==> src/rtl/uart_cmd_rx.sv <==
// UART receiver (start, 8 data LSB first, spare, stop) feeding a 4-byte command
// frame assembler that emits one-cycle command strobes for the control block.
module uart_cmd_rx #(
  parameter int BIT_CYC = 868,
  parameter int TO_CYC  = 100000
) (
  input  logic        clk_sys,
  input  logic        rst_sys,
  input  logic        uart_rx,
  output logic        cmd_vld,
  output logic        cmd_wr,
  output logic [15:0] cmd_addr,
  output logic [7:0]  cmd_wdata,
  output logic        frm_err,
  output logic        rx_byte_vld,
  output logic [7:0]  rx_byte
);

  localparam int              TO_W    = $clog2(TO_CYC + 1);
  localparam logic [15:0]     HALF_LD = 16'(BIT_CYC / 2 - 1);
  localparam logic [15:0]     FULL_LD = 16'(BIT_CYC - 1);
  localparam logic [TO_W-1:0] TO_LAST = TO_W'(TO_CYC - 1);

  typedef enum logic [2:0] {S_IDLE, S_START, S_DATA, S_SPARE, S_STOP} state_t;

  state_t          state, state_nxt;
  logic [15:0]     bit_cnt, bit_cnt_nxt;
  logic [2:0]      bit_idx, bit_idx_nxt;
  logic [7:0]      shift_reg, shift_reg_nxt;
  logic            byte_ok, byte_bad;
  logic            rx_meta, rx_sync, rx_prev, rx_fall;
  logic [1:0]      frm_idx;
  logic            hdr_wr;
  logic [7:0]      addr_hi, addr_lo;
  logic [TO_W-1:0] to_cnt;

  // rx_prev keeps tracking the line, so after a low stop bit no new start is
  // seen until the line has gone high again.
  always_ff @(posedge clk_sys) begin
    if (rst_sys) begin
      rx_meta <= 1'b1;
      rx_sync <= 1'b1;
      rx_prev <= 1'b1;
    end else begin
      rx_meta <= uart_rx;
      rx_sync <= rx_meta;
      rx_prev <= rx_sync;
    end
  end

  assign rx_fall = rx_prev & ~rx_sync;

  always_ff @(posedge clk_sys) begin
    if (rst_sys) begin
      state       <= S_IDLE;
      bit_cnt     <= '0;
      bit_idx     <= '0;
      shift_reg   <= '0;
      rx_byte_vld <= 1'b0;
      frm_err     <= 1'b0;
      rx_byte     <= '0;
    end else begin
      state       <= state_nxt;
      bit_cnt     <= bit_cnt_nxt;
      bit_idx     <= bit_idx_nxt;
      shift_reg   <= shift_reg_nxt;
      rx_byte_vld <= byte_ok;
      frm_err     <= byte_bad;
      if (byte_ok) rx_byte <= shift_reg;
    end
  end

  always_comb begin
    state_nxt     = state;
    bit_cnt_nxt   = bit_cnt;
    bit_idx_nxt   = bit_idx;
    shift_reg_nxt = shift_reg;
    byte_ok       = 1'b0;
    byte_bad      = 1'b0;
    unique case (state)
      S_IDLE: begin
        if (rx_fall) begin
          state_nxt   = S_START;
          bit_cnt_nxt = HALF_LD;
        end
      end
      S_START: begin
        if (bit_cnt == 16'd0) begin
          if (!rx_sync) begin
            state_nxt   = S_DATA;
            bit_cnt_nxt = FULL_LD;
            bit_idx_nxt = 3'd0;
          end else begin
            state_nxt = S_IDLE;
          end
        end else begin
          bit_cnt_nxt = bit_cnt - 16'd1;
        end
      end
      S_DATA: begin
        if (bit_cnt == 16'd0) begin
          shift_reg_nxt = {rx_sync, shift_reg[7:1]};
          bit_cnt_nxt   = FULL_LD;
          if (bit_idx == 3'd7) state_nxt = S_SPARE;
          else bit_idx_nxt = bit_idx + 3'd1;
        end else begin
          bit_cnt_nxt = bit_cnt - 16'd1;
        end
      end
      S_SPARE: begin
        if (bit_cnt == 16'd0) begin
          state_nxt   = S_STOP;
          bit_cnt_nxt = FULL_LD;
        end else begin
          bit_cnt_nxt = bit_cnt - 16'd1;
        end
      end
      S_STOP: begin
        // Back to IDLE at mid-stop so a back-to-back start edge is not missed.
        if (bit_cnt == 16'd0) begin
          byte_ok   = rx_sync;
          byte_bad  = ~rx_sync;
          state_nxt = S_IDLE;
        end else begin
          bit_cnt_nxt = bit_cnt - 16'd1;
        end
      end
      default: state_nxt = S_IDLE;
    endcase
  end

  // A received byte takes priority over a timeout landing in the same cycle.
  always_ff @(posedge clk_sys) begin
    if (rst_sys) begin
      frm_idx   <= '0;
      hdr_wr    <= 1'b0;
      addr_hi   <= '0;
      addr_lo   <= '0;
      to_cnt    <= '0;
      cmd_vld   <= 1'b0;
      cmd_wr    <= 1'b0;
      cmd_addr  <= '0;
      cmd_wdata <= '0;
    end else begin
      cmd_vld <= 1'b0;
      if (rx_byte_vld) begin
        to_cnt <= '0;
        case (frm_idx)
          2'd0: begin
            if (rx_byte == 8'h82 || rx_byte == 8'h02) begin
              hdr_wr  <= rx_byte[7];
              frm_idx <= 2'd1;
            end
          end
          2'd1: begin
            addr_hi <= rx_byte;
            frm_idx <= 2'd2;
          end
          2'd2: begin
            addr_lo <= rx_byte;
            frm_idx <= 2'd3;
          end
          default: begin
            cmd_vld   <= 1'b1;
            cmd_wr    <= hdr_wr;
            cmd_addr  <= {addr_hi, addr_lo};
            cmd_wdata <= rx_byte;
            frm_idx   <= 2'd0;
          end
        endcase
      end else if (frm_err) begin
        frm_idx <= 2'd0;
        to_cnt  <= '0;
      end else if (frm_idx != 2'd0) begin
        if (to_cnt == TO_LAST) begin
          frm_idx <= 2'd0;
          to_cnt  <= '0;
        end else begin
          to_cnt <= to_cnt + 1'b1;
        end
      end else begin
        to_cnt <= '0;
      end
    end
  end

endmodule

==> config.mk <==
export PLATFORM = sky130hd
export DESIGN_NAME = uart_cmd_rx
export DESIGN_NICKNAME = d
export VERILOG_FILES = /design/src/rtl/uart_cmd_rx.sv
export SDC_FILE = /design/constraint.sdc
export NUM_CORES = 1
export LEC_CHECK = 0
export BUFFER_PORTS_ARGS = -buffer_cell sky130_fd_sc_hd__buf_2
export CAP_MARGIN = 15
export CORE_UTILIZATION = 55
export DETAILED_ROUTE_END_ITERATION = 16
export PLACE_DENSITY = 0.84
export SLEW_MARGIN = 20
export SYNTH_ARGS = -nofsm -noshare
export SYNTH_HDL_FRONTEND = slang
export SYNTH_SLANG_ARGS = --single-unit
==> constraint.sdc <==
create_clock -name clk_sys -period 2.4 [get_ports clk_sys]
set_clock_uncertainty 0.1 [all_clocks]
set_input_delay 0 -clock clk_sys [delete_from_list [all_inputs] [get_ports clk_sys]]
set_output_delay 0 -clock clk_sys [all_outputs]
set_load 0.01 [all_outputs]
Word level (Yosys, flattened, before mapping)
Cells that the tools add are included.
{"block": "totals", "out_inout_bits": 36, "reg_bits": 105, "word_cells": 101, "input_bits": 3}
{"block": "classes", "muxes": 28, "n_reduce_logical": 23, "bitwise_logic": 7, "eq_ne": 21, "n_addsub": 3}
{"cell": "16-bit 2-to-1 mux", "count": 5}
{"cell": "16-bit case mux with 4 select lines", "count": 1}
{"cell": "3-bit 2-to-1 mux", "count": 10}
{"cell": "2-bit inequality test, second input constant", "count": 9}
{"cell": "17-bit by 1-bit adder with 17-bit output, second input constant", "count": 1}
{"cell": "17-bit equality test, second input constant", "count": 1}
{"cell": "16-bit logical NOT", "count": 1}
{"cell": "16-bit by 1-bit subtractor with 16-bit output, second input constant", "count": 1}
{"cell": "3-bit case mux with 5 select lines", "count": 1}
{"cell": "2-bit 2-to-1 mux", "count": 6}
{"cell": "8-bit by 2-bit equality test with 1-bit output, second input constant", "count": 1}
{"cell": "8-bit equality test, second input constant", "count": 1}
{"cell": "2-bit AND reduction", "count": 4}
{"cell": "3-bit by 2-bit equality test with 1-bit output, second input constant", "count": 2}
{"cell": "3-bit equality test, second input constant", "count": 2}
{"cell": "3-bit inequality test, second input constant", "count": 2}
{"cell": "1-bit inverter", "count": 6}
{"cell": "2-bit case mux with 3 select lines", "count": 1}
{"cell": "3-bit case mux with 2 select lines", "count": 1}
{"cell": "3-bit AND reduction", "count": 2}
{"cell": "6-bit AND reduction", "count": 1}
{"cell": "3-bit nonzero test", "count": 2}
{"cell": "3-bit OR reduction", "count": 2}
{"cell": "5-bit AND reduction", "count": 1}
{"cell": "other kinds (14)", "count": 18}

Logic depth before layout (Yosys ltp)
Gate-level depths: netlist of the first run.
{"block": "depth", "word_depth": 5, "depth_mapped": 9, "ltp_nobuf": 7}

Least setup slack after synthesis of the first run
Ideal clock, no wire load.
{"block": "synth_timing", "path_kind": "reg-to-reg", "start": "reg bit_cnt[0]", "end": "reg bit_cnt[7]", "n_path_buf": 2, "slack_ns": 0.379, "setup_time_ns": 0.095, "required_time_ns": 2.205, "synth_period_minus_slack_ns": 2.021, "arrival_ns": 1.826, "stages_incl_launch_ff": 10, "path_cell_list": "dfxtp_1 inv_1 ha_1 nor4b_2 and4_1 buf_2 buf_2 a21oi_1 o21ai_0 a221oi_1"}
{"block": "synth_between", "elab_chain_cells": 3, "word_cells_on_any_way": 9, "classes_between": "1 x add/sub; 2 x eq/ne; 4 x mux; 2 x reduce/logical"}
{"element": "from (decl)", "line_no": "27", "rtl": "logic [15:0] bit_cnt, bit_cnt_nxt;"}
{"element": "from (signal assigned)", "line_no": "64", "rtl": "bit_cnt <= bit_cnt_nxt;"}
{"element": "16-bit by 1-bit subtractor with 16-bit output or 16-bit logical NOT (tied branches)"}
{"element": "16-bit 2-to-1 mux (tied with other cells)", "line_no": "120", "rtl": "if (bit_cnt == 16'd0) begin"}
{"element": "16-bit case mux with 4 select lines or 4-bit AND reduction (tied branches)"}
Parallel ways exist; a longest one is shown, timed or not. The select of a mux whose other input is x is not followed.
A chain may end at the register's enable or synchronous reset.

Final worst setup path of the first run
{"block": "layout_timing", "start": "reg bit_cnt[0]", "end": "reg bit_cnt[10]"}
The elaborated chain is that of the path after synthesis.

==> impl_metrics.toml, run 1 <==
[pwr]
vdd_drop_max_mv = 0.436
pwr_density_cell_mw_per_mm2 = 692
leakagePower_nw = 1.75

[clock_network]
cts_tree = "built"
post_cts_buffers = 0
clock-root-buffer = "clkbuf_8"
cts_max_level = 3
cts_buffer_depth = 2
numCtsBuffers = 9
cts.sinks = 105
clk_latency_ns = 0.38
clkTransAtPathRegs_ns = 0.09

[drt]
drtIter0Drc = 329
drc_errors = 0
drtAntennaViolNets = 0
drt_wl_total_um = 9420
via_per_inst = 5.60
dr.pass1.iters = 4
drt-wirelength-per-cell_um = 14.0
dr_total_vias = 3769

[global_route]
grt_usage_pct = 23.9
busiest_layer = "met2"
grt_pass1_wl_um = 16100
grt_max_degree = 38
antenna_found_initial = 0
gr-total-overflow = 0
grtUsageMet3_pct = 5.86
use_met1_pct = 30.0
grt_use_met2_pct = 40.2
first_global_vias = 3532

[die]
die_h_um = 91.2
rows = 32
dieArea_mm2 = 0.00831
die_w_um = 91.2
io_pins = 39
coreArea_mm2 = 0.00773
start_util_pct = 56.6

[critical_path]
timing.rr.start = "bit_cnt[0]$_SDFFE_PP0P_"
critPathMaxStageDelay_ns = 0.41
critPathMaxFanout = 9
critPathTopFamily = "simple AND/OR/NAND/NOR gates"
cp_cell_sequence = "inv_1, ha_1, nor4b_2, and4_2, buf_4, a21o_1, or3_1, a21oi_1"
crit_path_top_delay_cell = "dfxtp_1"
startpoint = "bit_cnt[0]$_SDFFE_PP0P_"
start_kind = "register"
rr_endpoint = "bit_cnt[10]$_SDFFE_PP0P_"
ff2ff_path_depth = 8
rrSetupSlack_ns = 0.12
arrival_ns = 2.49
crit_type = "reg2reg"
required_ns = 2.60
end_kind = "register"
worstPathBufferInverterCount = 2

[yosys]
synth.area.mux_share_pct = 0.486
ys.flop_type = "dfxtp_1"
synth_edf_count = 0
ys_async_sr_fraction_pct = 0
ys_types = 55
ys_top_cells_by_count = "nand2_1 (125), dfxtp_1 (105), a21oi_1 (78), nor2_1 (37), nand3_1 (25)"
synth_seq_cells = 105
yosys.area_share.simple_pct = 26.9
synth.most_common_cell = "nand2_1"
yosys.area.top_type = "dfxtp_1"
yosys_warnings = 0
synth_area_leaders = "dfxtp_1 (48%), nand2_1 (11%), a21oi_1 (8.9%)"
syn_area_mm2 = 0.00437
ys_seq_area_share_pct = 48.1
yosysTopAreaCellShare_pct = 48.1
synthCells = 531
synth-compound-area-share_pct = 14.6
synth_top_family_by_area = "simple AND/OR/NAND/NOR gates"
syn_avg_cell_area_um2 = 8.24
synth_fp_nets = 543
synthAdderAreaFrac_pct = 2.57
synthXorXnorAreaFrac_pct = 4.00

[sta]
slew_headroom_pct = 43.4
finalSetupViolations = 0
finalCritPeriodShare_pct = 95.2
rsz0062_at_grt = "true"
maxSlewViolCount = 0
tightest_slew_ns = 0.846
max_freq_mhz = 438
min_period_ns = 2.28
hold_viol = 0
worst_hold_slack_ns = 0.0461

[worst_hold_path]
worstHoldStart = "rst_sys"
whs_path_depth = 2
min_to = "bit_cnt[1]$_SDFFE_PP0P_"
hold_path_class = "in2reg"

[layout]
largest_reg_flops = 17
top_register = "to_cnt"
area_delta_synth_final_pct = 12.4
biggestRegsByFlops = "to_cnt (17), bit_cnt (16), cmd_addr (16)"
final_nets = 579
diodes = 0
drive_gt1_share_pct = 14.4
design_area_mm2 = 0.00492

[outcome]
status = "finished, final reports clean"

[placed_design]
gp_congestion = 0.857
placed_cell_area_mm2 = 0.00468
port_buffers = 38
dp_hpwl_um = 6450

[flow_run]
drv_cap = 0
## layout by cell type, fill, tap and decap left out, types with 3 or more instances in the layout
cell and instances:
and2_1 3, o21ai_0 11, or2_2 5, or3_1 8, nor2_1 37, nor3_1 5, buf_4 13, ha_1 9
nand4_1 5, nand3b_1 4, o21ai_1 4, a21oi_1 78, nand3_1 25, clkbuf_8 9, and4_1 3, nand2_1 125
xor2_1 10, dfxtp_1 105, inv_1 11, buf_2 38, xnor2_1 10, clkinvlp_4 3
## per-layer routing
layer,vias up,routed length [um]
li1,1890,-
met1,1746,4150
met2,114,4610
met3,19,495
met4,0,163
met5,-,0
## area by class of cell
class,count,area [um^2]
sequential,105,2100
clock buffer,9,124
timing repair buffer,52,298
fill,653,2810
tap,102,128
inverter,11,41.3
multi-input combinational,388,2130
clock inverter,6,91.3
## worst reg2reg max path, stage by stage, from the launching register on
cell,delay [ns]
dfxtp_1,0.41
inv_1,0.09
ha_1,0.20
nor4b_2,0.17
and4_2,0.30
buf_4,0.16
a21o_1,0.26
or3_1,0.38
a21oi_1,0.16
## metrics by stage
step | setup TNS (ns) | cells | power, mW | worst slack [ns] | util (%)
4_1_cts | 0 | 673 | 3.42 | 0.0161 | 63.5
3_3_place_gp | 0 | 657 | 2.23 | 0.156 | 60.6
6_report | 0 | 673 | 3.40 | 0.116 | 63.6
3_5_place_dp | 0 | 657 | 2.24 | 0.0228 | 60.6
2_1_floorplan | 0 | 531 | 2.13 | 0.379 | -
5_1_grt | -0.00775 | 673 | 3.54 | -0.00775 | 63.6
## what timing repair did
item / in CTS / in global routing
endpoints found under the setup margin: 0 / 8
gates resized for setup: 0 / 4
endpoints found under the hold margin: 1 / 0
hold buffers: 1 / 0
## where the power goes
group	total (mW)	internal [mW]	switching, mW
clock network	1.18	0.584	0.596
registers	1.81	1.77	0.0409
logic	0.408	0.168	0.241
total	3.40	2.52	0.878
## cell families after synthesis
| group | count (synthesis) |
|---|---|
| compound gates | 114 |
| xor+xnor | 20 |
| fa+ha+maj | 9 |
| buf+inv | 38 |
| flops | 105 |
| mux | 2 |
| simple gates | 243 |
## worst max path at each step
stage	to	slack (ns)	depth (start not counted)
6_report	bit_cnt[10]$_SDFFE_PP0P_	0.12	8
5_1_grt	bit_cnt[12]$_SDFFE_PP0P_	-0.008	8
4_1_cts	bit_cnt[15]$_SDFFE_PP0P_	0.02	8
3_5_place_dp	bit_cnt[15]$_SDFFE_PP0P_	0.02	8
3_3_place_gp	bit_cnt[14]$_SDFFE_PP0P_	0.16	8
2_1_floorplan	bit_cnt[7]$_SDFFE_PP0P_	0.38	9
No activity file was read; power rests on OpenSTA's default activity.
==> inputs of run 2 (changes only) <==
--- a/config.mk
+++ b/config.mk
@@ -7,10 +7,10 @@
 export LEC_CHECK = 0
 export BUFFER_PORTS_ARGS = -buffer_cell sky130_fd_sc_hd__buf_2
 export CAP_MARGIN = 15
-export CORE_UTILIZATION = 55
+export CORE_UTILIZATION = 53
 export DETAILED_ROUTE_END_ITERATION = 16
 export PLACE_DENSITY = 0.84
-export SLEW_MARGIN = 20
+export SLEW_MARGIN = 25
 export SYNTH_ARGS = -nofsm -noshare
 export SYNTH_HDL_FRONTEND = slang
 export SYNTH_SLANG_ARGS = --single-unit
==> constraint.sdc (replaced) <==
create_clock -name clk_sys -period 2.1 [get_ports clk_sys]
set_clock_uncertainty 0.1 [all_clocks]
set_input_delay 0 -clock clk_sys [delete_from_list [all_inputs] [get_ports clk_sys]]
set_output_delay 0 -clock clk_sys [all_outputs]
set_load 0.01 [all_outputs]
==> run 2 against run 1 <==
- the run now ends with setup timing left
- hold slack improved by 0.21 ns
- count of clock-buffer cells in the layout unchanged
- critical path depth unchanged
- first-iteration DRC count decreased by 30%
- critical path type unchanged
- largest cell class unchanged
==> impl_metrics.toml, run 2 (same netlist as run 1, synthesis figures left out) <==
[outcome]
status = "finished, violations left"
violations = "setup timing"

[critical_path]
ff2ff_path_depth = 8
crit_path_top_delay_cell = "or3_4"
critPathTopFamily = "simple AND/OR/NAND/NOR gates"
crit_cells = 8
critPathMaxStageDelay_ns = 0.41
crit_path_frequent_cell = "or3_4"
worstPathBufferInverterCount = 2
cp_cell_sequence = "inv_2, ha_1, nor4b_4, buf_4, nand4_2, or3_4, or3_4, a21oi_2"
arrival_ns = 2.31
timing.rr.start = "bit_cnt[0]$_SDFFE_PP0P_"
critPathMaxFanout = 2
crit_type = "reg2reg"
start_kind = "register"
end_kind = "register"
rr_endpoint = "bit_idx[0]$_SDFFE_PP0P_"
rrSetupSlack_ns = -0.004
required_ns = 2.31

[clock_network]
cts.sinks = 105
clock-root-buffer = "clkbuf_8"
cts_tree = "built"
cts_max_level = 3
clk_latency_ns = 0.37
cts_buffer_depth = 2
clkTransAtPathRegs_ns = 0.10
numCtsBuffers = 9

[drt]
dr.pass1.iters = 5
drtIter0Drc = 231
drc_errors = 0
drt-wirelength-per-cell_um = 14.1
via_per_inst = 5.61
drtAntennaViolNets = 0
dr_total_vias = 3955
drt_wl_total_um = 9940

[flow_run]
drv_cap = 0

[sta]
rsz0062_at_grt = "true"
hold_viol = 0
min_period_ns = 2.10
slew_headroom_pct = 55.6
maxSlewViolCount = 0
worst_hold_slack_ns = 0.253
setup_ws_ns = -0.00403
finalCritPeriodShare_pct = 100
setup_tns_ns = -0.00403
tightest_slew_ns = 0.666
max_freq_mhz = 475
finalSetupViolations = 1

[die]
coreArea_mm2 = 0.00785
dieArea_mm2 = 0.00862
die_w_um = 92.8
rows = 32
die_h_um = 92.8
io_pins = 39
start_util_pct = 55.7

[placed_design]
dp_hpwl_um = 6590
port_buffers = 38
placed_cell_area_mm2 = 0.00485
gp_congestion = 0.905

[layout]
fillers = 631
biggestRegsByFlops = "to_cnt (17), bit_cnt (16), cmd_addr (16)"
design_area_mm2 = 0.00531
largest_reg_flops = 17
mostFrequentLayoutCells = "nand2_1 (125), dfxtp_1 (101), a21oi_1 (73)"
area_delta_synth_final_pct = 21.4
top_register = "to_cnt"
final_common_cell = "nand2_1"
drive_gt1_share_pct = 22.4
final_nets = 610
final_util_pct = 67.6
diodes = 0

[pwr]
leakagePower_nw = 1.96
vdd_drop_max_mv = 0.597
pwr_density_cell_mw_per_mm2 = 791
p_total_mw = 4.20

[worst_hold_path]
worstHoldStart = "uart_rx"
hold_path_class = "in2reg"
whs_path_depth = 3
min_to = "rx_meta$_SDFF_PP1_"

[global_route]
grt_pass1_wl_um = 16100
antenna_found_initial = 0
grt_usage_pct = 23.0
first_global_vias = 3520
gr-total-overflow = 0
grt_max_degree = 33
-- run 2: cell count changes in the layout (fill, tap and decap cells not counted), sizes merged --
cell         before  now
dlygate4sd3       1    2
inv              12   15
buf              51   81
clkinv            0    1
clkinvlp          3    0
-- run 2: through the flow --
stage | worst slack (ns) | instances
global placement | -0.0956 | 678
detailed placement | -0.0850 | 678
CTS | 0.0144 | 698
finish | -0.00403 | 705
floorplan | 0.0788 | 531
global route | -0.0984 | 705
-- run 2: metal layers --
layer,up-vias,track usage [%],wire (um)
met2,95,38.5,4940
li1,1949,-,-
met5,-,0,0
met4,0,6.15,116
met3,14,4.93,454
met1,1897,29.9,4430
-- run 2: area by class of cell --
type / instances / area, um^2 / area share (%)
Multi-Input combinational cell: 388 / 2250 / 42.4
Sequential cell: 105 / 2110 / 39.7
Timing Repair Buffer: 83 / 549 / 10.3
Tap cell: 102 / 128 / 2.40
Clock buffer: 9 / 124 / 2.33
Clock inverter: 7 / 109 / 2.05
Inverter: 11 / 41.3 / 0.778
-- run 2: how the worst max path moves through the flow --
stage | from | to | slack, ns
after floorplan | bit_cnt[0]$_SDFFE_PP0P_ | bit_cnt[7]$_SDFFE_PP0P_ | 0.08
after global placement | bit_cnt[0]$_SDFFE_PP0P_ | bit_cnt[15]$_SDFFE_PP0P_ | -0.1
after detailed placement | bit_cnt[0]$_SDFFE_PP0P_ | bit_cnt[15]$_SDFFE_PP0P_ | -0.09
after CTS | bit_cnt[0]$_SDFFE_PP0P_ | bit_idx[0]$_SDFFE_PP0P_ | 0.01
after global routing | bit_cnt[0]$_SDFFE_PP0P_ | bit_idx[0]$_SDFFE_PP0P_ | -0.1
final | bit_cnt[0]$_SDFFE_PP0P_ | bit_idx[0]$_SDFFE_PP0P_ | -0.004
-- run 2: report_power, final --
part | switching [mW] | total (mW) | leakage [nW] | internal, mW
clock | 0.731 | 1.43 | 0.118 | 0.699
combinational | 0.364 | 0.704 | 0.994 | 0.340
sequential | 0.0397 | 2.07 | 0.850 | 2.03
total | 1.14 | 4.20 | 1.96 | 3.06
-- run 2: what timing repair did --
| action | CTS | global route |
|---|---|---|
| setup buffers | 2 | 7 |
| endpoints found under the setup margin | 36 | 29 |
| resized for setup | 7 | 26 |
| hold buffers | 2 | 0 |
| pin swaps | 1 | 4 |
| endpoints found under the hold margin | 14 | 0 |
-- run 2: worst min-delay path, cell delays in order --
cell	delay (ns)
dlygate4sd3_1	0.52
buf_2	0.09
or2_2	0.08
==> inputs of run 3 (changes only) <==
--- a/config.mk
+++ b/config.mk
@@ -6,8 +6,8 @@
 export NUM_CORES = 1
 export LEC_CHECK = 0
 export BUFFER_PORTS_ARGS = -buffer_cell sky130_fd_sc_hd__buf_2
-export CAP_MARGIN = 15
-export CORE_UTILIZATION = 53
+export CORE_UTILIZATION = 55
+export CTS_BUF_LIST = sky130_fd_sc_hd__clkbuf_4 sky130_fd_sc_hd__clkbuf_8 sky130_fd_sc_hd__clkbuf_16
 export DETAILED_ROUTE_END_ITERATION = 16
 export PLACE_DENSITY = 0.84
 export SLEW_MARGIN = 25
==> constraint.sdc (replaced) <==
create_clock -name clk_sys -period 2.7 [get_ports clk_sys]
set_clock_uncertainty 0.1 [all_clocks]
set_input_delay 0 -clock clk_sys [delete_from_list [all_inputs] [get_ports clk_sys]]
set_output_delay 0 -clock clk_sys [all_outputs]
set_load 0.01 [all_outputs]
==> run 3 against run 2 <==
- sequential share of layout area grew 3.8 points
- wire length is 9.5% lower
- sequential cell count did not move
- the flow now finishes without violations
- die area fell by 3.6%
- final cell count down 5.5%
- hold slack worse by 0.14 ns
- maximum frequency fell by 13%
- largest cell class unchanged
- cell area shrank 9.0%
- largest power group unchanged
==> impl_metrics.toml, run 3 (same netlist as run 1, synthesis figures left out) <==
[outcome]
status = "finished, final reports clean"

[die]
start_util_pct = 56.6
rows = 32
io_pins = 39
die_h_um = 91.2
coreArea_mm2 = 0.00773
dieArea_mm2 = 0.00831
die_w_um = 91.2

[global_route]
gr-total-overflow = 0
grt_max_degree = 49
grt_pass1_wl_um = 15700
antenna_found_initial = 0
grt_usage_pct = 23.1
first_global_vias = 3556

[pwr]
vdd_drop_max_mv = 0.413
clkPwrFrac_pct = 32.9
p_total_mw = 2.88
power.switching_mw = 0.764
power_frac_seq_pct = 55.9
intPower_mw = 2.11
power_frac_comb_pct = 11.2
swShare_pct = 26.6
leakagePower_nw = 1.71
pwr_density_cell_mw_per_mm2 = 596

[layout]
mostFrequentLayoutCells = "nand2_1 (125), dfxtp_1 (105), a21oi_1 (78)"
area_delta_synth_final_pct = 10.4
fillers = 653
top_register = "to_cnt"
diodes = 0
largest_reg_flops = 17
final_nets = 571
final_common_cell = "nand2_1"
drive_gt1_share_pct = 12.8
biggestRegsByFlops = "to_cnt (17), bit_cnt (16), cmd_addr (16)"
ff_latch_area_mm2 = 0.00210
design_area_mm2 = 0.00483
multiInputGateArea_mm2 = 0.00212
final_cells = 666

[critical_path]
required_ns = 2.82
critPathMaxStageDelay_ns = 0.53
crit_path_top_delay_cell = "o21ai_1"
crit_path_frequent_cell = "o21ai_1"
end_kind = "register"
critPathTopFamily = "simple AND/OR/NAND/NOR gates"
critPathMaxFanout = 8
cp_cell_sequence = "inv_1, ha_1, nor4b_2, and4_1, o21ai_1, o21ai_1, nor2_1"
worstPathBufferInverterCount = 1
arrival_ns = 2.54
crit_type = "reg2reg"
start_kind = "register"

[drt]
drt-wirelength-per-cell_um = 13.5
dr_total_vias = 3719
via_per_inst = 5.58
dr.pass1.iters = 5
drc_errors = 0
drt_wl_total_um = 8990
drtAntennaViolNets = 0
drtIter0Drc = 179

[placed_design]
placed_cell_area_mm2 = 0.00462
dp_hpwl_um = 6340
port_buffers = 38
gp_congestion = 0.868
dp_cells = 649

[sta]
finalSetupViolations = 0
min_period_ns = 2.41
maxSlewViolCount = 0
finalCritPeriodShare_pct = 89.4
slew_headroom_pct = 44.1
worst_hold_slack_ns = 0.113
setup_tns_ns = 0
max_freq_mhz = 414
tightest_slew_ns = 0.839
hold_viol = 0
rsz0062_at_grt = "false"

[clock_network]
cts_buffer_depth = 2
cts.sinks = 105
clock-root-buffer = "clkbuf_8"
cts_tree = "built"
clkTransAtPathRegs_ns = 0.09
cts_resized = 0
cts_max_level = 3
numCtsBuffers = 9
clk_latency_ns = 0.36

[worst_hold_path]
hold_path_class = "in2reg"

[flow_run]
drv_cap = 0
run 3: what timing repair did:
| action | in CTS | in global routing |
|---|---|---|
| endpoints found under the hold margin | 1 | 0 |
| endpoints found under the setup margin | 0 | 0 |
| hold buffers | 1 | 0 |
| setup buffers | 0 | 0 |
run 3: metrics by stage:
stage / worst slack [ns] / util, %
after global routing: 0.0767 / 62.5
after global placement: 0.453 / 59.8
after detailed placement: 0.354 / 59.8
after floorplan: 0.679 / -
after CTS: 0.306 / 62.5
final: 0.287 / 62.5
run 3: final cells by class:
class	instances	share of cell area [%]
multi-input cells	388	44.0
inverters	11	0.855
clock inverters	4	0.699
clock buffers	12	3.42
flip-flops and latches	105	43.5
repair buffers	44	4.92
well taps	102	2.64
run 3: per-layer routing:
| layer | share of wire [%] | global-route usage [%] | up-vias |
|---|---|---|---|
| met3 | 4.7 | 4.94 | 15 |
| met4 | 1.7 | 7.94 | 0 |
| met1 | 45 | 28.6 | 1737 |
| li1 | - | - | 1872 |
| met2 | 49 | 39.9 | 95 |
| met5 | 0 | 0 | - |
run 3: power by group through the flow:
stage                     sequential (mW)  clock (mW)  combinational [mW]
final                                1.61       0.946               0.322
after global routing                 1.62        1.03               0.355
after detailed placement             1.65           0               0.311
after floorplan                      1.64           0               0.253
after global placement               1.64           0               0.305
after CTS                            1.61       0.967               0.318
run 3: path summary, 6_finish.rpt:
check                                              from                       end  slack (ns)  depth (start not counted)
worst max-delay path            bit_cnt[0]$_SDFFE_PP0P_  bit_cnt[14]$_SDFFE_PP0P_        0.29                          7
worst max register to register  bit_cnt[0]$_SDFFE_PP0P_  bit_cnt[14]$_SDFFE_PP0P_        0.29                          7
worst min register to register       rx_meta$_SDFF_PP1_        rx_sync$_SDFF_PP1_        0.32                          1
worst min-delay path                            rst_sys   bit_cnt[1]$_SDFFE_PP0P_        0.11                          3
run 3: worst register-to-register path, stage by stage, from the launching register on:
cell and delay (ns):
dfxtp_1 0.36, inv_1 0.10, ha_1 0.14, nor4b_2 0.29
and4_1 0.45, o21ai_1 0.19, o21ai_1 0.53, nor2_1 0.12
